### src/rtl/tdc_pkg.sv
// Shared types and defaults for the TDC measurement sequencer.
package tdc_pkg;

   typedef enum logic [2:0] {
      IDLE,
      LAUNCH,
      WAIT_START,
      COUNT,
      ENCODE,
      DONE
   } state_t;

   localparam int TDC_TAPS_DEF    = 128;
   localparam int TDC_TIMEOUT_DEF = 4095;

   // Width needed to hold a popcount of 0..taps.
   function automatic int fine_width(input int taps);
      return $clog2(taps + 1);
   endfunction

endpackage

### src/rtl/tdc_therm_enc.sv
// Registered popcount of one carry-chain thermometer snapshot.
// Counting ones rather than finding the first zero makes the result
// tolerant of bubbles in the thermometer code.
module tdc_therm_enc
   import tdc_pkg::*;
#(
   parameter  int TAPS   = TDC_TAPS_DEF,
   localparam int FINE_W = fine_width(TAPS)
) (
   input  logic              clk,
   input  logic              rst_n,
   input  logic              clr,
   input  logic              load,
   input  logic [TAPS-1:0]   therm,
   output logic [FINE_W-1:0] count
);

   logic [FINE_W-1:0] ones;

   // Population count of the snapshot.
   always_comb begin
      ones = '0;
      for (int unsigned i = 0; i < TAPS; i++) begin
         ones = ones + FINE_W'(therm[i]);
      end
   end

   // Hold the encoded value; only the flag cycle loads, clear starts a new measurement.
   always_ff @(posedge clk) begin
      if (!rst_n) begin
         count <= '0;
      end else if (clr) begin
         count <= '0;
      end else if (load) begin
         count <= ones;
      end
   end

endmodule

### src/rtl/tdc_meas_ctrl.sv
// Sequencer for one TDC measurement: fires the test pulse, counts coarse
// cycles between start and stop flags and encodes both fine snapshots.
// Optional: define TDC_MEAS_CTRL_ERRCNT_EN to add the saturating timeout
// counter output err_cnt.
module tdc_meas_ctrl
   import tdc_pkg::*;
#(
   parameter  int TAPS     = TDC_TAPS_DEF,
   parameter  int COARSE_W = 16,
   parameter  int TIMEOUT  = TDC_TIMEOUT_DEF,
   localparam int FINE_W   = fine_width(TAPS)
) (
   input  logic                CLK12MHZ,
   input  logic                en,
   input  logic                arm,
   output logic                fire,
   output logic                busy,
   input  logic                start_hit,
   input  logic                stop_hit,
   input  logic [TAPS-1:0]     fine_start,
   input  logic [TAPS-1:0]     fine_stop,
   output logic                res_valid,
   input  logic                res_ready,
   output logic [COARSE_W-1:0] res_coarse,
   output logic [FINE_W-1:0]   res_fine_start,
   output logic [FINE_W-1:0]   res_fine_stop,
`ifdef TDC_MEAS_CTRL_ERRCNT_EN
   output logic [7:0]          err_cnt,
`endif
   output logic                res_timeout
);

   localparam logic [COARSE_W-1:0] TMO = COARSE_W'(TIMEOUT);

   state_t              state;
   state_t              state_nxt;
   logic [COARSE_W-1:0] cnt;
   logic                ld_start;
   logic                ld_stop;
   logic                clr_enc;
   logic                tmo;

   // State register.
   always_ff @(posedge CLK12MHZ) begin
      if (!en) begin
         state <= IDLE;
      end else begin
         state <= state_nxt;
      end
   end

   // Next-state decode and control strobes.
   always_comb begin
      state_nxt = state;
      fire      = 1'b0;
      busy      = 1'b1;
      res_valid = 1'b0;
      ld_start  = 1'b0;
      ld_stop   = 1'b0;
      clr_enc   = 1'b0;
      tmo       = 1'b0;
      case (state)
         IDLE: begin
            busy = 1'b0;
            if (arm) state_nxt = LAUNCH;
         end
         LAUNCH: begin
            fire      = 1'b1;
            clr_enc   = 1'b1;
            state_nxt = WAIT_START;
         end
         WAIT_START: begin
            if (start_hit) begin
               ld_start = 1'b1;
               if (stop_hit) begin
                  ld_stop   = 1'b1;
                  state_nxt = ENCODE;
               end else begin
                  state_nxt = COUNT;
               end
            end else if (cnt == TMO) begin
               tmo       = 1'b1;
               state_nxt = ENCODE;
            end
         end
         COUNT: begin
            if (stop_hit) begin
               ld_stop   = 1'b1;
               state_nxt = ENCODE;
            end else if (cnt == TMO) begin
               tmo       = 1'b1;
               state_nxt = ENCODE;
            end
         end
         ENCODE: begin
            state_nxt = DONE;
         end
         DONE: begin
            res_valid = 1'b1;
            if (res_ready) state_nxt = IDLE;
         end
         default: begin
            state_nxt = IDLE;
         end
      endcase
   end

   // Wait/coarse counter and result capture. cnt holds the number of cycles
   // spent in the current wait state, so in COUNT it equals N-S directly.
   always_ff @(posedge CLK12MHZ) begin
      if (!en) begin
         cnt         <= '0;
         res_coarse  <= '0;
         res_timeout <= 1'b0;
      end else begin
         case (state)
            LAUNCH: begin
               cnt         <= COARSE_W'(1);
               res_coarse  <= '0;
               res_timeout <= 1'b0;
            end
            WAIT_START: begin
               cnt <= start_hit ? COARSE_W'(1) : cnt + COARSE_W'(1);
               if (tmo) begin
                  res_coarse  <= TMO;
                  res_timeout <= 1'b1;
               end
            end
            COUNT: begin
               cnt <= cnt + COARSE_W'(1);
               if (ld_stop) begin
                  res_coarse <= cnt;
               end else if (tmo) begin
                  res_coarse  <= TMO;
                  res_timeout <= 1'b1;
               end
            end
            default: begin
            end
         endcase
      end
   end

`ifdef TDC_MEAS_CTRL_ERRCNT_EN
   // Saturating count of accepted timeout results.
   always_ff @(posedge CLK12MHZ) begin
      if (!en) begin
         err_cnt <= '0;
      end else if (state == DONE && res_ready && res_timeout && err_cnt != 8'hFF) begin
         err_cnt <= err_cnt + 8'd1;
      end
   end
`endif

   tdc_therm_enc #(.TAPS(TAPS)) u_enc_start (
      .clk   (CLK12MHZ),
      .rst_n (en),
      .clr   (clr_enc),
      .load  (ld_start),
      .therm (fine_start),
      .count (res_fine_start)
   );

   tdc_therm_enc #(.TAPS(TAPS)) u_enc_stop (
      .clk   (CLK12MHZ),
      .rst_n (en),
      .clr   (clr_enc),
      .load  (ld_stop),
      .therm (fine_stop),
      .count (res_fine_stop)
   );

endmodule

### config.mk
export PLATFORM = sky130hd
export DESIGN_NAME = tdc_meas_ctrl
export DESIGN_NICKNAME = d
export VERILOG_FILES = /design/src/rtl/tdc_pkg.sv /design/src/rtl/tdc_therm_enc.sv /design/src/rtl/tdc_meas_ctrl.sv
export SDC_FILE = /design/constraint.sdc
export NUM_CORES = 1
export LEC_CHECK = 0
export CORE_AREA = 4 4 196 198
export CTS_BUF_LIST = sky130_fd_sc_hd__clkbuf_16
export DETAILED_ROUTE_END_ITERATION = 8
export DIE_AREA = 0 0 200 202
export SLEW_MARGIN = 20
export SYNTH_ARGS = -nofsm -noshare
export SYNTH_HDL_FRONTEND = slang
export SYNTH_SLANG_ARGS = --single-unit
export TNS_END_PERCENT = 20
### constraint.sdc
create_clock -name CLK12MHZ -period 15.7 [get_ports CLK12MHZ]
set_input_delay 2.355 -clock CLK12MHZ [delete_from_list [all_inputs] [get_ports CLK12MHZ]]
set_output_delay 2.355 -clock CLK12MHZ [all_outputs]
set_load 0.03 [all_outputs]
==> results.txt <==
final core occ = 0.349
Critical Path AT = 9.83 ns
Initial Utilization = 0.249
share of layout cells above drive strength 1 = 0.0171
Hold Crit Endpoint = res_timeout$_SDFFE_PN0P_
clock transition at the registers of the reported paths = 0.07 ns
area grow syn2layout = 40.3%
DPL Wire Length = 23000 um
reg2reg start = state[1]$_SDFFE_PN0P_
max_slew headroom = 0.295
antenna cells = 0
Synth Area per Inst = 9.74 sq um
number of synthesis warnings = 0
Worst path most repeated cell = fa_1
DR vias = 6880
startpoint types = primary input
Core ar. = 36500 sq um
placed cells = 1685
nets = 1769
drt first pass iters = 4
area of the multi-input gates = 6680 sq um
final setup skew = 0.00244 ns
die width = 200 um
gpl congestion = 0.793
synthesized flop and latch total = 52
DIE AREA = 40400 sq um
depth of the worst register-to-register path = 5
drt total wl = 24300 um
outcome = finished clean
CTS root buf = clkbuf_16
critical path type = in2reg
vias in the first global route = 7743
CTS resizes = 0
DRC errors left = 0
syn nets = 1477
Bufs on Longest Clock Path = 2
fillers = 3719
Post-synth EDFFs = 0
Routed Antenna Nets = 0
1st-iter DRT viols = 118
Cells after Synth = 932
Worst R2R End = cnt[7]$_SDFFE_PN0P_
hold buffer count at cts = 0
worst min path class = reg2reg
final setup fails = 0
CP max FO = 3
via-per-instance ratio = 4.06
post-synthesis cell type count = 53
Reg2Reg Setup Slack = 13.60 ns
Total Routing Usage GR = 0.119
first-pass GRT wire length = 38800 um
Critical path buffers and inverters = 4
Async SR Flop Fraction = 0
largest net degree at the start of global routing = 19
initial antenna violation count = 0
number of H-tree levels = 2
unrepaired setup endpoints after global routing = no
Max Slew Vio Count = 0
Final Hold Viols = 0
Layout Cells excl Fill = 1693
ys flop type = dfxtp_1
CP max stage delay = 0.59 ns
total grt overflow = 0
clk_lat worst skew = 0.30 ns
hold_sp = res_timeout$_SDFFE_PN0P_
# port buffers = 297
Slowest cell on crit path = fa_1
I/O pin total = 298
clock sink count = 52
Worst Path Required = 15.89 ns
depth of the worst hold-timing path = 2
Wirelength per Cell = 14.3 um
Fmax achieved = 104 MHz
min cycle time layout = 9.65 ns
TritonCTS clock tree = yes
Setup crit end kind = flop
Post CTS Setup Buffer Count = 0
Top delay family on crit path = adder cells
crit-path cells = clkdlybuf4s50_1 > ha_1 > inv_1 > fa_1 > fa_1 > fa_1 > fa_1 > fa_1 > fa_1 > fa_1 > fa_1 > fa_1 > fa_1 > inv_1 > fa_1 > inv_1 > fa_1 > nor2b_1 > o31a_1 > o21ai_0 > a2111oi_0 > a311o_1
Seq/Total Area, Yosys = 0.115
Sequential Area = 1040 sq um
CTS Buf Count = 5
worst-margin pin slew = 1.05 ns
Core Rows = 70
total negative slack = 0 ns
cell area after synthesis = 9080 sq um
fin crit share = 0.614
Die Ht = 202 um
Max Cap Violations = 0
layer usage:
layer	part of all wire	global-route usage	wire, um
met1	0.39	0.141	9370
met2	0.54	0.224	13100
met3	0.065	0.0280	1570
met4	0.0072	0.0146	174
met5	0	0	0
synth_stat cells (10+ instances only):
| master | number | area share |
|---|---|---|
| nor2_1 | 45 | 0.019 |
| a21oi_1 | 20 | 0.011 |
| inv_1 | 345 | 0.14 |
| nor3_1 | 12 | 0.0066 |
| nand3_1 | 10 | 0.0055 |
| ha_1 | 53 | 0.073 |
| a22oi_1 | 11 | 0.0091 |
| o21ai_0 | 13 | 0.0072 |
| dfxtp_1 | 52 | 0.11 |
| fa_1 | 230 | 0.51 |
| nand2_1 | 31 | 0.013 |
layout by cell type, fill, tap and decap left out, drive strengths merged, types with 3 or more instances in the layout:
master         netlist  final
nor2                45     45
xnor2                7      7
o21a                 4      4
a2111oi              4      4
clkdlybuf4s50        0    297
ha                  53     53
xor2                 3      3
nand3               10     10
inv                345    346
and2                 6      6
a21oi               20     20
a211oi               8      8
o21ai               18     18
or3                  3      3
nor3                14     14
and3                 3      3
nor4                 4      4
a311o                3      3
a22oi               11     11
clkbuf               8      5
nand4                5      5
a21o                 6      6
fa                 230    230
nand2b               4      4
nor2b                4      4
dfxtp               52     52
nand2               31     31
cells by family after synthesis:
family / share of synthesized area
mux: 0.00124
xor+xnor: 0.00965
fa+ha+maj: 0.580
buf+inv: 0.149
simple gates: 0.0762
flops: 0.115
compound gates: 0.0685
worst max path at each step:
stage,depth (start not counted),to,start,slack (ns)
finish,22,u_enc_start.count[6]$_SDFFE_PP0P_,fine_start[0],6.05
global route,22,u_enc_start.count[6]$_SDFFE_PP0P_,fine_start[0],5.66
CTS,22,u_enc_start.count[6]$_SDFFE_PP0P_,fine_start[0],5.98
detailed placement,22,u_enc_start.count[6]$_SDFFE_PP0P_,fine_start[0],5.66
global placement,22,u_enc_start.count[6]$_SDFFE_PP0P_,fine_start[0],5.81
floorplan,19,u_enc_stop.count[6]$_SDFFE_PP0P_,fine_stop[0],6.58
worst min-delay path, cell delays in order, from the launching register on:
cell and delay, ns:
dfxtp_1 0.31, inv_1 0.05, a21oi_1 0.05
final cells by class:
class,instances,share of cell area
multi-input combinational,522,0.525
inverter,345,0.102
clock buffer,5,0.00983
tap,468,0.0460
sequential,52,0.0817
timing repair buffer,298,0.234
clock inverter,3,0.00216
state kept, by name (all words and copies together), names as in the netlist:
| name | count |
|---|---|
| u_enc_stop.count | 8 |
| u_enc_start.count | 8 |
| cnt | 16 |
| res_timeout | 1 |
| res_coarse | 16 |
| state | 3 |
through the flow:
stage	hold slack, ns	worst slack, ns	cell area, sq um
after CTS	0.459	5.98	12700
final	0.457	6.05	12700
after detailed placement	0.444	5.66	12600
after floorplan	0.465	6.58	9080
after global placement	0.443	5.81	12600
after global routing	0.497	5.66	12700
Power is not shown: default switching activity piles up to over one toggle a cycle in this logic, so the estimate is an artifact.
